$ cat src/rtl/traffic_sensor_conditioner.sv
// ============================================================================
// Module      : traffic_sensor_conditioner
// Description : Synchronizes, debounces and latches the three vehicle-loop
//               requests feeding the 3-street traffic light controller.
//               Optional stuck-loop detection via macro TSC_STUCK_DETECT_EN.
// Revision    : 1.0 - initial release
// ============================================================================
`default_nettype none

package light_package;
    typedef enum logic [1:0] {
        red    = 2'd0,
        yellow = 2'd1,
        green  = 2'd2
    } colors;
endpackage

module traffic_sensor_conditioner
    import light_package::*;
#(
    parameter int DEBOUNCE    = 3,
    parameter int STUCK_LIMIT = 64
) (
    input  logic       clk,
    input  logic       reset,
    input  logic       raw_ew_str,
    input  logic       raw_ew_left,
    input  logic       raw_ns,
    input  colors      ew_str_light,
    input  colors      ew_left_light,
    input  colors      ns_light,
    output logic       ew_str_sensor,
    output logic       ew_left_sensor,
    output logic       ns_sensor,
    output logic [2:0] stuck_fault
);

    localparam logic [3:0] C_DEB_LAST = 4'(DEBOUNCE - 1);

    logic [2:0] raw_w;
    logic [2:0] green_w;
    logic [2:0] sensor_w;

    assign raw_w   = {raw_ew_str, raw_ew_left, raw_ns};
    assign green_w = {ew_str_light == green, ew_left_light == green, ns_light == green};

    assign ew_str_sensor  = sensor_w[2];
    assign ew_left_sensor = sensor_w[1];
    assign ns_sensor      = sensor_w[0];

    for (genvar i = 0; i < 3; i++) begin : g_lane
        logic       sync1_q, sync1_d;
        logic       sync2_q, sync2_d;
        logic       deb_q, deb_d;
        logic [3:0] dcnt_q, dcnt_d;
        logic       call_q, call_d;
        logic       rise_w;

        always_comb begin
            sync1_d = raw_w[i];
            sync2_d = sync1_q;
            deb_d   = deb_q;
            dcnt_d  = 4'd0;
            rise_w  = 1'b0;
            if (sync2_q != deb_q) begin
                if (dcnt_q == C_DEB_LAST) begin
                    deb_d  = ~deb_q;
                    rise_w = ~deb_q;
                end else begin
                    dcnt_d = dcnt_q + 4'd1;
                end
            end
            // Green wins over a simultaneous debounced rise.
            if (green_w[i]) begin
                call_d = 1'b0;
            end else begin
                call_d = call_q | rise_w;
            end
        end

        always_ff @(posedge clk or negedge reset) begin
            if (!reset) begin
                sync1_q <= 1'b0;
                sync2_q <= 1'b0;
                deb_q   <= 1'b0;
                dcnt_q  <= 4'd0;
                call_q  <= 1'b0;
            end else begin
                sync1_q <= sync1_d;
                sync2_q <= sync2_d;
                deb_q   <= deb_d;
                dcnt_q  <= dcnt_d;
                call_q  <= call_d;
            end
        end

`ifdef TSC_STUCK_DETECT_EN
        localparam logic [7:0] C_STUCK_LAST = 8'(STUCK_LIMIT - 1);

        logic [7:0] scnt_q, scnt_d;
        logic       fault_q, fault_d;
        logic       green_q, green_d;

        always_comb begin
            scnt_d  = 8'd0;
            green_d = green_w[i];
            if (deb_q) begin
                scnt_d = (scnt_q == 8'hFF) ? scnt_q : scnt_q + 8'd1;
            end
            fault_d = deb_q & (fault_q | (scnt_q >= C_STUCK_LAST));
        end

        always_ff @(posedge clk or negedge reset) begin
            if (!reset) begin
                scnt_q  <= 8'd0;
                fault_q <= 1'b0;
                green_q <= 1'b0;
            end else begin
                scnt_q  <= scnt_d;
                fault_q <= fault_d;
                green_q <= green_d;
            end
        end

        // Recall mode: request whenever not green, registered light keeps
        // the output free of input-to-output paths.
        assign sensor_w[i]    = fault_q ? ~green_q : (deb_q | call_q);
        assign stuck_fault[i] = fault_q;
`else
        assign sensor_w[i]    = deb_q | call_q;
        assign stuck_fault[i] = 1'b0;
`endif
    end

endmodule

`default_nettype wire

$ cat config.mk
export PLATFORM = sky130hd
export DESIGN_NAME = traffic_sensor_conditioner
export DESIGN_NICKNAME = d
export VERILOG_FILES = /design/src/rtl/traffic_sensor_conditioner.sv
export SDC_FILE = /design/constraint.sdc
export NUM_CORES = 1
export LEC_CHECK = 0
export ABC_AREA = 1
export BUFFER_PORTS_ARGS = -buffer_cell sky130_fd_sc_hd__buf_2
export CORE_MARGIN = 8
export CORE_UTILIZATION = 25
export CTS_CLUSTER_SIZE = 24
export DETAILED_ROUTE_END_ITERATION = 12
export PLACE_DENSITY = 0.4
export SYNTH_ARGS = -nofsm -noshare
export SYNTH_HDL_FRONTEND = slang
export SYNTH_SLANG_ARGS = --single-unit
$ cat constraint.sdc
create_clock -name clk -period 2.2 [get_ports clk]
set_input_delay 0.11 -clock clk [delete_from_list [all_inputs] [get_ports clk]]
set_output_delay 0.11 -clock clk [all_outputs]
set_load 0.02 [all_outputs]
==> results of run 1 <==
-- cells in the mapped netlist --
library cell,count
ha_1,4
buf_4,3
nand4_1,2
a21oi_1,7
o21ai_2,1
inv_1,17
o21ai_1,3
inv_2,1
o21bai_1,1
conb_1,1
dfrtp_1,24
nor3_1,1
nand3_1,4
xnor2_1,2
nand2_1,15
nor2_2,2
o21ai_0,4
nor2_1,22
-- cell usage in the layout (no fill, tap or decap), drive strengths merged --
cell type and n:
dfrtp 24, ha 4, clkbuf 3, nand4 2, o21bai 1, nand3 4, nor2 24, buf 13
conb 3, inv 18, o21ai 8, xnor2 2, dlygate4sd3 4, nor3 1, a21oi 7, nand2 15
-- logic make-up (layout without fill, tap and decap cells) --
group / count (synthesis) / after routing
xor gates and xnor gates: 2 / 2
DFF: 24 / 24
adders and majority gates: 4 / 4
other: 1 / 3
and+or+nand+nor: 46 / 46
buffers and inverters: 21 / 38
AOI/OAI and AO/OA: 16 / 16
-- flip-flops by register name, indices dropped and copies added (netlist names) --
name / count
g_lane.call_q: 3
g_lane.dcnt_q: 12
g_lane.deb_q: 3
g_lane.sync1_q: 3
g_lane.sync2_q: 3
-- how the worst min path moves through the flow --
stage	start	slack [ns]	endpoint
global placement	reset	0.13	g_lane[0].dcnt_q[2]$_DFF_PN0_
floorplan	reset	-0.19	g_lane[0].call_q$_DFF_PN0_
detailed placement	reset	0.13	g_lane[0].dcnt_q[2]$_DFF_PN0_
finish	ew_str_light[0]	0.10	g_lane[2].call_q$_DFF_PN0_
global route	ns_light[0]	0.11	g_lane[0].call_q$_DFF_PN0_
CTS	ew_left_light[0]	0.1	g_lane[1].call_q$_DFF_PN0_
-- report_power, final --
group          internal, µW  switching [µW]
Clock                   122             128
Combinational           145             247
Sequential              548            91.1
Total                   816             467
-- metal layers --
metal	GRT usage	wire (µm)	share of wire
met4	0.0273	24	0.013
met3	0.0313	133	0.074
met2	0.0946	769	0.43
met5	0	0	0
met1	0.0770	875	0.49
-- worst max-delay path: cells and delay by family, from the launching register on --
kind            cells  cell delay, ns
buf+inv             1            0.08
simple gates        2            0.16
flops               1            0.43
compound gates      1            0.16
fa+ha+maj           1            0.17
-- through the flow --
step | area (µm²) | hold slack, ns | util | total power (µW) | setup WS, ns
5_1_grt | 1230 | 0.109 | 0.308 | 1400 | 0.979
3_5_place_dp | 1150 | 0.135 | 0.287 | 1040 | 1.11
2_1_floorplan | 1040 | -0.186 | - | 923 | 1.24
6_report | 1230 | 0.101 | 0.308 | 1280 | 1.10
4_1_cts | 1230 | 0.0970 | 0.308 | 1300 | 1.10
3_3_place_gp | 1150 | 0.133 | 0.287 | 1030 | 1.13
-- repair_timing --
item                       CTS  global route
gates resized for setup      0             0
setup endpoints to repair    0             0
hold buffers                 4             0
hold endpoints to repair    27             0
-- layout make-up --
| type | instances | share of cell area |
|---|---|---|
| Sequential cell | 24 | 0.488 |
| Multi-Input combinational cell | 71 | 0.288 |
| Clock buffer | 3 | 0.0335 |
| Inverter | 18 | 0.0549 |
| Timing Repair Buffer | 17 | 0.0854 |
| Tap cell | 50 | 0.0508 |
==> impl_metrics.env, run 1 <==
export IMPL_finalHoldViolCount=0
export IMPL_cts_sinks=24
export IMPL_startpoint="g_lane[1].dcnt_q[0]$_DFF_PN0_"
export IMPL_area_delta_synth_final_pct=18.7
export IMPL_max_cap_violations=0
export IMPL_netlist_area_um2=1040
export IMPL_root_buffer="clkbuf_8"
export IMPL_gr_total_overflow=0
export IMPL_drc_errors=0
export IMPL_rows=23
export IMPL_fmax_mhz=913
export IMPL_port_buffers=13
export IMPL_whs_path_depth=3
export IMPL_yosysTopAreaCell="dfrtp_1"
export IMPL_fin_setup_tns_ns=0
export IMPL_synthMuxAreaShare=0
export IMPL_p_leak_uw=0.000597
export IMPL_ys_warn_count=0
export IMPL_dpl_cell_count=176
export IMPL_grt_pass1_wl_um=3260
export IMPL_fin_cells=183
export IMPL_clock_skew_ns=0.00206
export IMPL_synth_xor_area_frac=0.0169
export IMPL_ys_types=18
export IMPL_worstSetupPathType="reg2reg"
export IMPL_hpwl_um=1380
export IMPL_slew_viol_final=0
export IMPL_ff2ff_path_depth=5
export IMPL_setup_violations_final=0
export IMPL_path_cells="inv_1 -> ha_1 -> nand2_1 -> o21ai_1 -> nor2_1"
export IMPL_ir_drop_mv=0.385
export IMPL_routed_wl_um=1800
export IMPL_final_layout_size_suffix_gt1_frac=0.150
export IMPL_antenna_found_initial=0
export IMPL_status="finished clean"
export IMPL_gp_congestion=0.702
export IMPL_htreeDepth=1
export IMPL_fin_crit_ns=1.10
export IMPL_core_area_um2=4000
export IMPL_wire_per_inst_um=9.85
export IMPL_n_antenna_cell=0
export IMPL_holdCritPathClass="in2reg"
export IMPL_synth_simple_gate_area_frac=0.182
export IMPL_rrSetupSlack_ns=1.10
export IMPL_cp_start_kind="register"
export IMPL_cts_path_max_buffers=2
export IMPL_yosysTopAreaCellShare=0.579
export IMPL_rsz0062_at_grt="false"
export IMPL_post_cts_setup_buffers=0
export IMPL_synth_top_family_by_area="simple AND/OR/NAND/NOR gates"
export IMPL_powerDensity_nw_per_um2=1040
export IMPL_drt_vias_per_instance=4.08
export IMPL_relSlewSlack=0.638
export IMPL_drt_iter0_drc=37
export IMPL_ys_seq_elements=24
export IMPL_cts_clk_slew_worst_paths_ns=0.08
export IMPL_critPathMaxStageDelay_ns=0.43
export IMPL_crit_path_max_fanout=5
export IMPL_synth_area_leaders="dfrtp_1, nor2_1, inv_1, nand2_1, ha_1"
export IMPL_tightest_slew_ns=0.544
export IMPL_synth_area_per_cell_um2=9.10
export IMPL_tritoncts="built"
export IMPL_regArea_um2=601
export IMPL_multiInputGateArea_um2=354
export IMPL_dr_pass1_iters=4
export IMPL_die_area_um2=6470
export IMPL_yosysSeqAreaShare=0.579
export IMPL_critical_path_arrival_ns=1.24
export IMPL_fin_crit_sh=0.498
export IMPL_grt_pass1_vias=767
export IMPL_syn_inst=114
export IMPL_die_height_um=80.4
export IMPL_start_util=0.259
export IMPL_crit_end="g_lane[1].dcnt_q[0]$_DFF_PN0_"
export IMPL_required_ns=2.35
export IMPL_synth_compound_area_share=0.0832
export IMPL_finalNetCount=150
export IMPL_grt_use_total=0.0641
export IMPL_final_antenna_net_count=0
export IMPL_die_x_um=80.4
export IMPL_cts_inserted_buffers=3
export IMPL_via_count=747
export IMPL_n_fill_cell=412
export IMPL_synthAdderAreaFrac=0.0483
export IMPL_grt_max_degree=25
export IMPL_insertion_delay_ns=0.26
export IMPL_worstReg2RegStart="g_lane[1].dcnt_q[0]$_DFF_PN0_"
export IMPL_crit_slowest_cell="dfrtp_1"
export IMPL_rr_endpoint="g_lane[1].dcnt_q[0]$_DFF_PN0_"
export IMPL_pin_count=17
export IMPL_crit_path_end_kind="register"
Note: power is estimated with default switching activity, not from simulation.
==> run 2: changes to the inputs <==
PLACE_DENSITY = 0.41   (was 0.4)
clock period = 0.9 ns   (was 2.2 ns; I/O delays follow)
==> impl_metrics.env, run 2 (same netlist as run 1, synthesis figures left out) <==
export IMPL_setup_slack_ns=-0.0885
export IMPL_critical_path_arrival_ns=1.15
export IMPL_largest_register="g_lane.dcnt_q"
export IMPL_busiest_layer="met2"
export IMPL_grt_pass1_vias=813
export IMPL_gp_congestion=0.754
export IMPL_final_cell_mix="dfrtp_1, nor2_1, inv_1, buf_4, buf_2"
export IMPL_routed_wl_um=2070
export IMPL_drc_errors=0
export IMPL_finalHoldViolCount=0
export IMPL_worstSetupPathType="reg2reg"
export IMPL_grt_use_met2=0.110
export IMPL_fin_crit_sh=1.10
export IMPL_p_int_uw=2760
export IMPL_antenna_found_initial=0
export IMPL_insertion_delay_ns=0.27
export IMPL_ir_drop_mv=0.913
export IMPL_layout_commonest_cell="dfrtp_1"
export IMPL_required_ns=1.06
export IMPL_cp_start_kind="register"
export IMPL_grtUsageMet1=0.0801
export IMPL_port_buffers=13
export IMPL_start_util=0.259
export IMPL_cts_clk_slew_worst_paths_ns=0.09
export IMPL_setup_violations_final=19
export IMPL_fin_cells=199
export IMPL_holdCritPathClass="in2reg"
export IMPL_slew_viol_final=0
export IMPL_p_comb_frac=0.398
export IMPL_final_layout_size_suffix_gt1_frac=0.403
export IMPL_die_area_um2=6470
export IMPL_finalNetCount=165
export IMPL_p_sw_frac=0.345
export IMPL_fin_setup_tns_ns=-1.06
export IMPL_crit_slowest_cell="dfrtp_1"
export IMPL_final_core_util=0.375
export IMPL_htreeDepth=1
export IMPL_cts_inserted_buffers=3
export IMPL_largest_register_ffs=12
export IMPL_area_delta_synth_final_pct=44.8
export IMPL_via_count=805
export IMPL_die_height_um=80.4
export IMPL_p_leak_uw=0.000708
export IMPL_dr_pass1_iters=4
export IMPL_seq_power_share=0.379
export IMPL_rrSetupSlack_ns=-0.09
export IMPL_cts_path_max_buffers=2
export IMPL_die_x_um=80.4
export IMPL_gr_usage_met3=0.0368
export IMPL_rows=23
export IMPL_final_antenna_net_count=0
export IMPL_drt_vias_per_instance=4.05
export IMPL_crit_path_end_kind="register"
export IMPL_grt_pass1_wl_um=3560
export IMPL_grt_use_total=0.0707
export IMPL_regArea_um2=603
export IMPL_hpwl_um=1420
export IMPL_drt_iter0_drc=22
export IMPL_clock_skew_ns=0.00514
export IMPL_critPathMaxStageDelay_ns=0.41
export IMPL_powerDensity_nw_per_um2=2810
export IMPL_n_antenna_cell=0
export IMPL_max_cap_violations=0
export IMPL_wire_per_inst_um=10.4
export IMPL_path_cells="inv_1 -> ha_2 -> nand2_4 -> o21ai_4 -> nor2_1"
export IMPL_crit_path_max_fanout=4
export IMPL_p_sw_uw=1460
export IMPL_grt_max_degree=25
export IMPL_violations="negative setup slack"
export IMPL_pin_count=17
export IMPL_rsz0062_at_grt="true"
export IMPL_status="finished, violations left"
export IMPL_core_area_um2=4000
export IMPL_multiInputGateArea_um2=453
export IMPL_n_fill_cell=405
export IMPL_clkPwrFrac=0.223
export IMPL_root_buffer="clkbuf_8"
export IMPL_hold_ws_ns=0.0212
export IMPL_fmax_mhz=1010
export IMPL_fin_crit_ns=0.989
export IMPL_gr_total_overflow=0
export IMPL_dpl_cell_count=188
export IMPL_tritoncts="built"
export IMPL_cts_sinks=24
run 2: changes by cell type in the layout (fill, tap and decap cells not counted), sizes merged:
cell | before | now
bufinv | 0 | 1
buf | 13 | 28
run 2: worst paths after layout:
kind / start / end / cells past startpoint
hold reg to reg: g_lane[1].sync1_q$_DFF_PN0_ / g_lane[1].sync2_q$_DFF_PN0_ / 0
setup reg to reg: g_lane[1].dcnt_q[0]$_DFF_PN0_ / g_lane[1].dcnt_q[0]$_DFF_PN0_ / 5
hold / removal: ew_str_light[0] / g_lane[2].call_q$_DFF_PN0_ / 3
min in group asynchronous: reset / g_lane[0].dcnt_q[0]$_DFF_PN0_ / 3
setup / recovery: g_lane[1].dcnt_q[0]$_DFF_PN0_ / g_lane[1].dcnt_q[0]$_DFF_PN0_ / 5
max in group asynchronous: reset / g_lane[0].dcnt_q[1]$_DFF_PN0_ / 3
run 2: routing by layer:
layer  vias up  share of wire
met5         -              0
met3         4          0.068
met4         0          0.011
met2        14           0.47
li1        417              -
met1       370           0.45
run 2: final cells by class:
cell class / count / area share
Inverter: 18 / 0.0450
Clock inverter: 1 / 0.0200
Tap cell: 50 / 0.0417
Clock buffer: 3 / 0.0275
Timing Repair Buffer: 32 / 0.163
Sequential cell: 24 / 0.402
Multi-Input combinational cell: 71 / 0.302
run 2: power groups by stage:
| stage | clock network, µW | logic, µW | registers (µW) |
|---|---|---|---|
| after floorplan | 0 | 761 | 1540 |
| after global placement | 0 | 1190 | 1550 |
| after detailed placement | 0 | 1210 | 1560 |
| after CTS | 982 | 1530 | 1570 |
| after global routing | 1030 | 1870 | 1640 |
| final | 939 | 1680 | 1600 |
run 2: what timing repair did:
action	CTS	global route
hold endpoints to repair	27	0
setup buffers	1	2
pin swaps	5	3
setup endpoints to repair	20	21
hold buffers	4	0
gates resized for setup	25	13
run 2: critical path: cells and delay by family, from the launching register on:
family	cells	cell delay (ns)
compound gates	1	0.08
simple gates	2	0.12
fa+ha+maj	1	0.20
flops	1	0.41
buf+inv	1	0.07
run 2: stage by stage:
stage          power (µW)  worst slack (ns)  cell area [µm²]
3_3_place_gp         2730            -0.116             1250
4_1_cts              4080            -0.105             1450
2_1_floorplan        2300           -0.0395             1060
5_1_grt              4530            -0.152             1500
3_5_place_dp         2760            -0.133             1250
6_report             4220           -0.0885             1500
